--- config.mk ---
export PLATFORM = sky130hd
export DESIGN_NAME = mul_share_ctrl
export DESIGN_NICKNAME = d
export VERILOG_FILES = /design/src/rtl/mul_share_ctrl.sv
export SDC_FILE = /design/constraint.sdc
export NUM_CORES = 1
export LEC_CHECK = 0
export ABC_AREA = 1
export CAP_MARGIN = 15
export CORE_ASPECT_RATIO = 0.6
export CORE_MARGIN = 1.5
export CORE_UTILIZATION = 48
export CTS_BUF_LIST = sky130_fd_sc_hd__clkbuf_4 sky130_fd_sc_hd__clkbuf_8
export CTS_CLUSTER_SIZE = 20
export DETAILED_ROUTE_END_ITERATION = 8
export DONT_BUFFER_PORTS = 1
export PLACE_DENSITY = 0.6
export REMOVE_ABC_BUFFERS = 1
export SLEW_MARGIN = 40
export SYNTH_ARGS = -nofsm -noshare
export SYNTH_HDL_FRONTEND = slang
export SYNTH_SLANG_ARGS = --single-unit
--- constraint.sdc ---
create_clock -name clk_i -period 9.1 [get_ports clk_i]
set_input_delay 2.275 -clock clk_i [delete_from_list [all_inputs] [get_ports clk_i]]
set_output_delay 2.275 -clock clk_i [all_outputs]
set_load 0.05 [all_outputs]
--- src/rtl/mul_share_ctrl.sv ---
// mul_share_ctrl
// Time-shared signed multiplier controller. Up to N_REQ requesters post
// operand pairs. A round-robin arbiter picks one of them. A serial shift-add
// engine then forms the signed product A*B, processing one B bit per cycle,
// LSB first. Each result comes back tagged with the index of the requester
// that won arbitration.
//
// Build option:
//   MUL_SHARE_FIXED_PRIO_EN - when defined, arbitration is fixed priority
//                             (lowest index wins) and the round-robin
//                             pointer is not built.
//
// Ports:
//   clk_i     - clock
//   reset_ni  - synchronous, active-low reset
//   req_i     - per-requester request level
//   A_i       - packed signed operands A, requester k at [k*WIDTH_A +: WIDTH_A]
//   B_i       - packed signed operands B, requester k at [k*WIDTH_B +: WIDTH_B]
//   grant_o   - one-hot pulse: the operands of that requester were captured
//   busy_o    - high while the engine is in RUN or DONE
//   valid_o   - one-cycle pulse: Y_o and tag_o carry a new result
//   Y_o       - signed product, held until the next valid_o
//   tag_o     - requester index belonging to Y_o
module mul_share_ctrl #(
    parameter  int N_REQ   = 4,
    parameter  int WIDTH_A = 16,
    parameter  int WIDTH_B = 16,
    localparam int WIDTH_Y = WIDTH_A + WIDTH_B,
    localparam int TAG_W   = $clog2(N_REQ)
) (
    input  logic                       clk_i,
    input  logic                       reset_ni,
    input  logic [N_REQ-1:0]           req_i,
    input  logic [N_REQ*WIDTH_A-1:0]   A_i,
    input  logic [N_REQ*WIDTH_B-1:0]   B_i,
    output logic [N_REQ-1:0]           grant_o,
    output logic                       busy_o,
    output logic                       valid_o,
    output logic [WIDTH_Y-1:0]         Y_o,
    output logic [TAG_W-1:0]           tag_o
);

    localparam int CNT_W = (WIDTH_B > 1) ? $clog2(WIDTH_B) : 1;
    localparam logic [CNT_W-1:0] LAST_BIT = CNT_W'(WIDTH_B - 1);

    typedef enum logic [1:0] {IDLE, RUN, DONE} state_t;

    state_t             state;
    logic [WIDTH_Y-1:0] a_sh;
    logic [WIDTH_B-1:0] b_sh;
    logic [WIDTH_Y-1:0] acc;
    logic [CNT_W-1:0]   cnt;
    logic [TAG_W-1:0]   winner;

    logic               win_found;
    logic [TAG_W-1:0]   win_idx;
    logic [WIDTH_A-1:0] a_sel;
    logic [WIDTH_B-1:0] b_sel;
    logic [WIDTH_Y-1:0] addend;
    logic [WIDTH_Y-1:0] sum;

`ifndef MUL_SHARE_FIXED_PRIO_EN
    logic [TAG_W-1:0]   ptr;
    logic [TAG_W:0]     cand;
`endif

    // Winner selection and operand mux. In round-robin mode the search
    // starts at the pointer and wraps around. The candidate index carries
    // one extra bit so that the sum ptr+i can be folded back below N_REQ
    // even when N_REQ is not a power of two.
    always_comb begin
        win_found = 1'b0;
        win_idx   = '0;
        a_sel     = '0;
        b_sel     = '0;
`ifdef MUL_SHARE_FIXED_PRIO_EN
        for (int i = N_REQ - 1; i >= 0; i--) begin
            if (req_i[i]) begin
                win_found = 1'b1;
                win_idx   = TAG_W'(i);
            end
        end
`else
        cand = '0;
        for (int i = 0; i < N_REQ; i++) begin
            cand = {1'b0, ptr} + (TAG_W+1)'(i);
            if (cand >= (TAG_W+1)'(N_REQ)) begin
                cand = cand - (TAG_W+1)'(N_REQ);
            end
            if (!win_found && req_i[cand[TAG_W-1:0]]) begin
                win_found = 1'b1;
                win_idx   = cand[TAG_W-1:0];
            end
        end
`endif
        for (int k = 0; k < N_REQ; k++) begin
            if (win_idx == TAG_W'(k)) begin
                a_sel = A_i[k*WIDTH_A +: WIDTH_A];
                b_sel = B_i[k*WIDTH_B +: WIDTH_B];
            end
        end
    end

    // One shift-add step. a_sh already holds A<<i. The MSB of B has
    // negative weight in two's complement, so the last step subtracts.
    always_comb begin
        addend = b_sh[0] ? a_sh : '0;
        sum    = (cnt == LAST_BIT) ? (acc - addend) : (acc + addend);
    end

    // Control FSM and datapath registers. All outputs are registered here.
    // Reset overrides everything, including an operation in progress.
    always_ff @(posedge clk_i) begin
        if (!reset_ni) begin
            state   <= IDLE;
            a_sh    <= '0;
            b_sh    <= '0;
            acc     <= '0;
            cnt     <= '0;
            winner  <= '0;
            grant_o <= '0;
            busy_o  <= 1'b0;
            valid_o <= 1'b0;
            Y_o     <= '0;
            tag_o   <= '0;
`ifndef MUL_SHARE_FIXED_PRIO_EN
            ptr     <= '0;
`endif
        end else begin
            grant_o <= '0;
            valid_o <= 1'b0;
            case (state)
                IDLE: begin
                    if (win_found) begin
                        a_sh    <= {{WIDTH_B{a_sel[WIDTH_A-1]}}, a_sel};
                        b_sh    <= b_sel;
                        winner  <= win_idx;
                        grant_o <= N_REQ'(1) << win_idx;
                        acc     <= '0;
                        cnt     <= '0;
                        busy_o  <= 1'b1;
                        state   <= RUN;
`ifndef MUL_SHARE_FIXED_PRIO_EN
                        ptr     <= (win_idx == TAG_W'(N_REQ - 1)) ? '0
                                                                  : win_idx + TAG_W'(1);
`endif
                    end
                end
                RUN: begin
                    acc  <= sum;
                    a_sh <= a_sh << 1;
                    b_sh <= b_sh >> 1;
                    cnt  <= cnt + CNT_W'(1);
                    if (cnt == LAST_BIT) begin
                        Y_o     <= sum;
                        tag_o   <= winner;
                        valid_o <= 1'b1;
                        state   <= DONE;
                    end
                end
                DONE: begin
                    busy_o <= 1'b0;
                    state  <= IDLE;
                end
                default: begin
                    busy_o <= 1'b0;
                    state  <= IDLE;
                end
            endcase
        end
    end

endmodule

==> results.md, run 1 <==
- Fin crit period: approximately 5000 ps
- Placer Congestion: about 0.90
- Number of hold buffers added after cts: 0
- Seq/Total Area, Yosys: 0.2836
- Setup ws final: approximately 4000 ps
- Warnings, synthesis: 0
- Worst setup SP type: input pin
- P&R area growth vs syn: 5.373%
- Congestion Overflow GR: 0
- Initial antenna violation count: 1
- Library cells used by synthesis: roughly 40
- Max frequency: 0.1991 GHz
- Avg Inst Size Synth: between 6 and 7 um^2
- Critical Path Fanout Max: 33
- Critical Path RT: 9500 ps
- Setup bufs post-CTS: 0
- Die Wd: 181.5 um
- Total Neg Setup Slack: 0 ps
- H-Tree Depth: 4
- Max-cap violations: 0
- WS Path Type: in -> reg
- R2R depth: 24
- CTS tree: built
- Ports: roughly 170
- Total GRT Usage: 0.2729
- Worst R2R Setup Slack: about 4800 ps
- CTS buffer count: 17
- Hold EP: a_sh[31]$_SDFFE_PN0P_
- Number of global-route vias before repair: between 8000 and 9000
- Die Area: 19980 um^2
- Post-synth EDFFs: 0
- Nets: 1640
- Clock Latency Late Sink: between 400 and 500 ps
- Crit. Startpoint: req_i[0]
- Status: completed
- Clock Path Buffers: 2
- Worst-margin pin slew: slightly below 800 ps
- Antenna viol nets, final: 0
- Via density per instance: 5.403
- Fin. max-slew vios: 0
- Setup crit end kind: flop
- WHS Path Cells: 2
- Hold Vio Cnt, Final: 0
- Share of cells above drive strength 1: 0.04186
- Most frequent CP cell: nand2_1
- Initial Util: 0.4986
- Cell Pwr Density: 484.4 nW/um^2
- RR Startpoint: b_sh[0]$_SDFFE_PN0P_
- Worst-path cell chain: inv_1, nand2_1, o21ai_1, nand2_1, o21ai_0, nand3b_1, nand2_1, nand2_1, inv_1, ha_2, nor2_4, a22oi_1, o21ai_1, o211ai_1, buf_4, nand2_1, nand2_1, a21oi_1
- Via count: 9298
- Hold crit path type: reg -> reg
- RSZ-0062 raised after global routing: false
- #FFs+latches synth: 130
- Critical path's slowest cell: nor2_4
- PortBufs: 0
- Leading register cell type out of synthesis: dfxtp_1
- Root Buffer: clkbuf_8
- DIE HEIGHT: around 110 um
- Top cells by area, synth: dfxtp_1, nand2_1, a21oi_1, o21ai_0, inv_1
- # diodes: 0
- Drt pass-1 iters: 5
- Period utilization: 0.5519
- Largest net degree at the start of global routing: 84
- CTS resizes: 0
- Rows: 38
- Hold path start: a_sh[31]$_SDFFE_PN0P_
- Core Area: between 15000 and 20000 um^2
- Place WS: between 3000 and 4000 ps
- Synth Instances: 1513
- Dominant cell type by area after synthesis: dfxtp_1
- Synthesized area: about 9000 um^2
- Critical R2R Capture: acc[27]$_SDFFE_PN0P_
- 1st-iter DRT viols: about 870
- Leak: 0.004640 uW
- Critical Path Max Stage Delay: between 600 and 700 ps
- Max-Slew Margin vs Limit: 0.4849
- # setup viols final: 0
- Async SR Flop Fraction: 0
- Final HPWL from detailed placement: around 19000 um
- Clk slew on worst S/H paths: roughly 70 ps
- Crit path arrival time: around 5400 ps
- Post-synth top area share: 0.2836
- First-pass GRT wire length: approximately 43000 um
- Maximum vdd ir drop: 0.2084 mV
- CTS sink cnt: 130
- Clk_skew: around 14 ps
- Total wire length: ~27000 um
- DR DRC count: 0
- Per-cell routed wire length: between 15 and 20 um
-- synthesized netlist by cell type (3+ instances only) --
cell type and count:
or2_2 4, a22oi_1 29, nand3_1 50, clkbuf_1 51, a21o_1 7, buf_6 7
o21bai_1 7, xnor2_1 12, buf_2 11, dfxtp_1 130, nand2_1 527, o21ai_0 135
buf_4 4, xor2_1 31, o31ai_1 3, nand3b_1 6, nor2_1 112, nor3_1 4
ha_1 37, a21oi_1 159, o21ai_1 6, nand4_1 3, inv_1 153, a31oi_1 4
-- worst max-delay path by stage --
stage / slack (ps) / to
detailed placement: 3620 / a_sh[30]$_SDFFE_PN0P_
global placement: 3040 / a_sh[29]$_SDFFE_PN0P_
CTS: 4120 / a_sh[30]$_SDFFE_PN0P_
global route: 3800 / a_sh[28]$_SDFFE_PN0P_
floorplan: 3260 / a_sh[15]$_SDFFE_PN0P_
finish: 4080 / a_sh[27]$_SDFFE_PN0P_
-- power breakdown --
group          internal (uW)  leakage [uW]  total [uW]  switching, uW
Combinational           1080       0.00335        3330           2250
Clock                    321      0.000225         569            248
Sequential               685       0.00106         784           99.5
Total                   2080       0.00464        4680           2600
-- registers in the layout, indices dropped and copies added (netlist names) --
signal,flops
busy_o,1
cnt,4
tag_o,2
acc,32
winner,2
valid_o,1
grant_o,4
b_sh,16
Y_o,32
a_sh,32
state,2
ptr,2
-- cells by family after synthesis --
family / after synthesis / synth area share
flops: 130 / 0.2836
simple gates: 715 / 0.3077
compound gates: 358 / 0.2110
buf+inv: 228 / 0.1023
fa+ha+maj: 38 / 0.05264
xor+xnor: 44 / 0.04282
-- critical path, delay by kind of cell --
kind                     cells  cell delay, ps
AND/OR/NAND/NOR              8            1400
AO/OA/AOI/OAI                6             870
buffers and inverters        3             430
adder cells (fa/ha/maj)      1             430
-- metrics by stage --
step	hold WS [ps]	std cells	total power, uW	instance area [um^2]	util
floorplan	430.5	1440	3216	8820	-
global placement	450.0	1689	3999	9201	0.5001
detailed placement	454.0	1689	4049	9224	0.5013
CTS	465.2	1721	4634	9664	0.5252
global route	481.8	1721	5172	9668	0.5254
finish	463.6	1721	4684	9668	0.5254
-- cell usage in the layout, fill, tap and decap left out, types with 5 or more instances in the layout --
master | netlist | final
nand2_1 | 527 | 527
a21oi_1 | 159 | 159
inv_1 | 153 | 151
o21ai_0 | 135 | 135
dfxtp_1 | 130 | 130
nor2_1 | 112 | 110
nand3_1 | 50 | 50
ha_1 | 37 | 35
xor2_1 | 31 | 31
a22oi_1 | 29 | 29
clkbuf_8 | 0 | 18
xnor2_1 | 12 | 12
a21o_1 | 7 | 7
o21bai_1 | 7 | 7
buf_4 | 4 | 7
o21ai_1 | 6 | 6
nand3b_1 | 6 | 6
clkinv_2 | 1 | 5
clkbuf_4 | 0 | 5
-- cell type report --
type,count,area (um^2)
clock buffer,23,285.3
multi-input combinational,1155,5664
sequential,130,2603
inverter,155,585.6
fill,1956,8732
tap,240,300.3
clock inverter,9,155.1
timing repair buffer,9,75.07
-- metal layers --
metal | vias to the layer above | GRT usage | part of all wire
li1 | 4789 | - | -
met1 | 4179 | 0.4172 | 0.53
met2 | 300 | 0.3775 | 0.38
met3 | 28 | 0.06012 | 0.072
met4 | 2 | 0.07202 | 0.012
met5 | - | 0 | 0.00049
Note: power is estimated with default switching activity, not from simulation.
==> run 2: changes to the inputs <==
--- a/config.mk
+++ b/config.mk
@@ -14,7 +14,7 @@
 export CTS_CLUSTER_SIZE = 20
 export DETAILED_ROUTE_END_ITERATION = 8
 export DONT_BUFFER_PORTS = 1
-export PLACE_DENSITY = 0.6
+export PLACE_DENSITY = 0.62
 export REMOVE_ABC_BUFFERS = 1
 export SLEW_MARGIN = 40
 export SYNTH_ARGS = -nofsm -noshare
==> constraint.sdc (replaced) <==
create_clock -name clk_i -period 4.6 [get_ports clk_i]
set_input_delay 1.15 -clock clk_i [delete_from_list [all_inputs] [get_ports clk_i]]
set_output_delay 1.15 -clock clk_i [all_outputs]
set_load 0.05 [all_outputs]
==> run 2 against run 1 <==
Sequential cell count is the same. Clock-buffer cell count shrank 2. Via count is essentially flat. Sequential power increased by 99%. Register-to-register slack worse by 3900 ps. Critical path depth is 3 higher. Cell count rose by 0.46%. Clock power increased by 81%. Worst hold slack about the same. Cell area is essentially flat. Total power increased by 97%. Die area is the same. Largest cell class unchanged.
==> results.md, run 2 (same netlist as run 1, synthesis figures left out) <==
- Status: completed
- Clock Latency Late Sink: 460 ps (-20 ps)
- Critical path's slowest cell: dfxtp_1
- Multi-input gate area: 5647 um^2 (-0.31%)
- # diodes: 0 (unchanged)
- Placer Congestion: 0.9917 (+9.8%)
- Cell Pwr Density: 956.2 nW/um^2 (+97%)
- Die Area: 19980 um^2 (unchanged)
- Sequential share of power: 0.169 (+0.002)
- Max-cap violations: 0 (unchanged)
- RSZ-0062 raised after global routing: false
- Fill cell count: 1917 (-2.0%)
- Int Power: 4049 uW (+94%)
- Maximum vdd ir drop: 0.3794 mV (+82%)
- Final HPWL from detailed placement: 20020 um (+3.9%)
- PortBufs: 0 (unchanged)
- Worst-margin pin slew: 705.9 ps (-66.75 ps)
- Hold Vio Cnt, Final: 0 (unchanged)
- Critical Path Fanout Max: 29 (-12%)
- # setup viols final: 0 (unchanged)
- Sequential Area: 2603 um^2 (unchanged)
- Antenna viol nets, final: 0 (unchanged)
- CTS resizes: 0 (unchanged)
- Sw power: 5194 uW (+100%)
- Per-cell routed wire length: 15.45 um (-0.43%)
- Total GRT Usage: 0.2739 (+0.0009751)
- CTS buffer count: 17 (unchanged)
- Max-Slew Margin vs Limit: 0.5289 (+0.04398)
- DIE HEIGHT: 110.1 um (unchanged)
- Root Buffer: clkbuf_8
- Fin crit period: about 3600 ps
- Period utilization: 0.7929
- Nets: 1648 (+0.49%)
- Setup ws final: 952.7 ps (-3125 ps)
- Setup bufs post-CTS: 0 (unchanged)
- 1st-iter DRT viols: 938 (+7.7%)
- Via density per instance: 5.379 (-0.44%)
- Top Registers: Y_o (32), a_sh (32), acc (32)
- Initial Util: 0.4986 (unchanged)
- Ports: 174 (unchanged)
- Clk slew on worst S/H paths: 80 ps (about the same)
- Initial antenna violation count: 0 (-1)
- P&R area growth vs syn: 5.346% (about the same)
- Core Area: 18400 um^2 (unchanged)
- CP bufs+invs: 4 (+1)
- Clk_skew: 16.98 ps (+3.319 ps)
- First-pass GRT wire length: 43150 um (+0.74%)
- Setup crit end kind: flop
- Largest net degree at the start of global routing: 57 (-32%)
- Total wire length: 26720 um (about the same)
- Worst-path cell chain: buf_4, nand2_1, nand2_1, nor2_1, nand2_1, nor2_2, inv_1, nor2_1, nor2_1, xor2_1, ha_1, a21oi_1, o21ai_0, inv_1, nand2_1, a21oi_1, nand3_1, nand2_1, nand2_1, nand2_1, inv_1
- Worst setup SP type: flop
- CTS sink cnt: 130 (unchanged)
- Commonest non-fill, non-tap cell in the layout: nand2_1
- Critical Path RT: 4960 ps (-4540 ps)
- Hold crit path type: reg -> reg
- H-Tree Depth: 4 (unchanged)
- Switch share: 0.5620 (+0.006807)
- Number of global-route vias before repair: 8264 (+2.5%)
- Share of cells above drive strength 1: 0.04567 (+0.003805)
- Number of hold buffers added after cts: 0 (unchanged)
- Most frequent cells in the layout: nand2_1, a21oi_1, inv_1
- Fin area: 9666 um^2 (about the same)
- Rows: 38 (unchanged)
- Clock power share: 0.112 (-0.010)
- Place WS: 805.6 ps (-2814 ps)
- WS Path Type: reg -> reg
- Via count: 9300 (+0.022%)
- Fin. max-slew vios: 0 (unchanged)
- Power share of the combinational group: 0.719 (+0.008)
- Congestion Overflow GR: 0 (unchanged)
- Family with the most delay on the worst path: simple AND/OR/NAND/NOR gates
- Drt pass-1 iters: 7 (+2)
- Critical Path Max Stage Delay: 390 ps (-290 ps)
- Die Wd: 181.5 um (unchanged)
- DR DRC count: 0 (unchanged)
- Most frequent CP cell: nand2_1
- Crit path arrival time: 4010 ps (-1410 ps)
- Clock Path Buffers: 2 (unchanged)
- Max frequency: roughly 0.27 GHz
- Leak: 0.004651 uW (+0.23%)
- CTS tree: built
- Post-DP Area: 9261 um^2 (+0.41%)
-- run 2: changes by cell type in the layout (fill, tap and decap cells not counted), moves of 2 or more --
cell and delta:
bufinv_16 -2, buf_4 +10, clkbuf_4 -3, inv_6 +2
buf_6 -2, clkinvlp_4 +2
-- run 2: metal layers --
layer | vias to the layer above | share of wire | GRT usage
li1 | 4796 | - | -
met1 | 4161 | 0.53 | 0.4164
met2 | 321 | 0.38 | 0.3808
met3 | 22 | 0.084 | 0.06997
met4 | 0 | 0.0071 | 0.05774
met5 | - | 0 | 0
-- run 2: per-stage QoR --
step | hold slack (ps) | util | TNS, ps | power [uW] | cells
detailed placement | 452.9 | 0.5033 | 0 | 8048 | 1697
global placement | 448.9 | 0.5033 | 0 | 8017 | 1697
finish | 463.1 | 0.5253 | 0 | 9243 | 1729
floorplan | 430.5 | - | -2023 | 6361 | 1440
global route | 484.4 | 0.5253 | 0 | 10230 | 1729
CTS | 466.4 | 0.5253 | 0 | 9110 | 1729
-- run 2: final cells by class --
class                      count  share of cell area
multi-input combinational   1155              0.5842
sequential                   130              0.2693
inverter                     155             0.06045
tap                          240             0.03107
clock buffer                  21             0.02861
clock inverter                11             0.01320
timing repair buffer          17             0.01320
-- run 2: power groups by stage --
stage / sequential (uW) / clock, uW / combinational (uW)
floorplan: 1540 / 0 / 4820
global placement: 1580 / 0 / 6440
detailed placement: 1580 / 0 / 6470
CTS: 1560 / 1050 / 6500
global route: 1580 / 1090 / 7560
finish: 1560 / 1030 / 6650
-- run 2: path summary, 6_finish.rpt --
kind | cells past startpoint | start | endpoint | slack, ps
max | 21 | b_sh[0]$_SDFFE_PN0P_ | Y_o[30]$_SDFFE_PN0P_ | 950
min | 2 | b_sh[5]$_SDFFE_PN0P_ | b_sh[5]$_SDFFE_PN0P_ | 460
max reg2reg | 21 | b_sh[0]$_SDFFE_PN0P_ | Y_o[30]$_SDFFE_PN0P_ | 950
min reg2reg | 2 | b_sh[5]$_SDFFE_PN0P_ | b_sh[5]$_SDFFE_PN0P_ | 460
-- run 2: tightest hold or removal path: stages (launching register included) --
cell,delay [ps]
dfxtp_1,320
nand2_1,60
a21oi_1,50
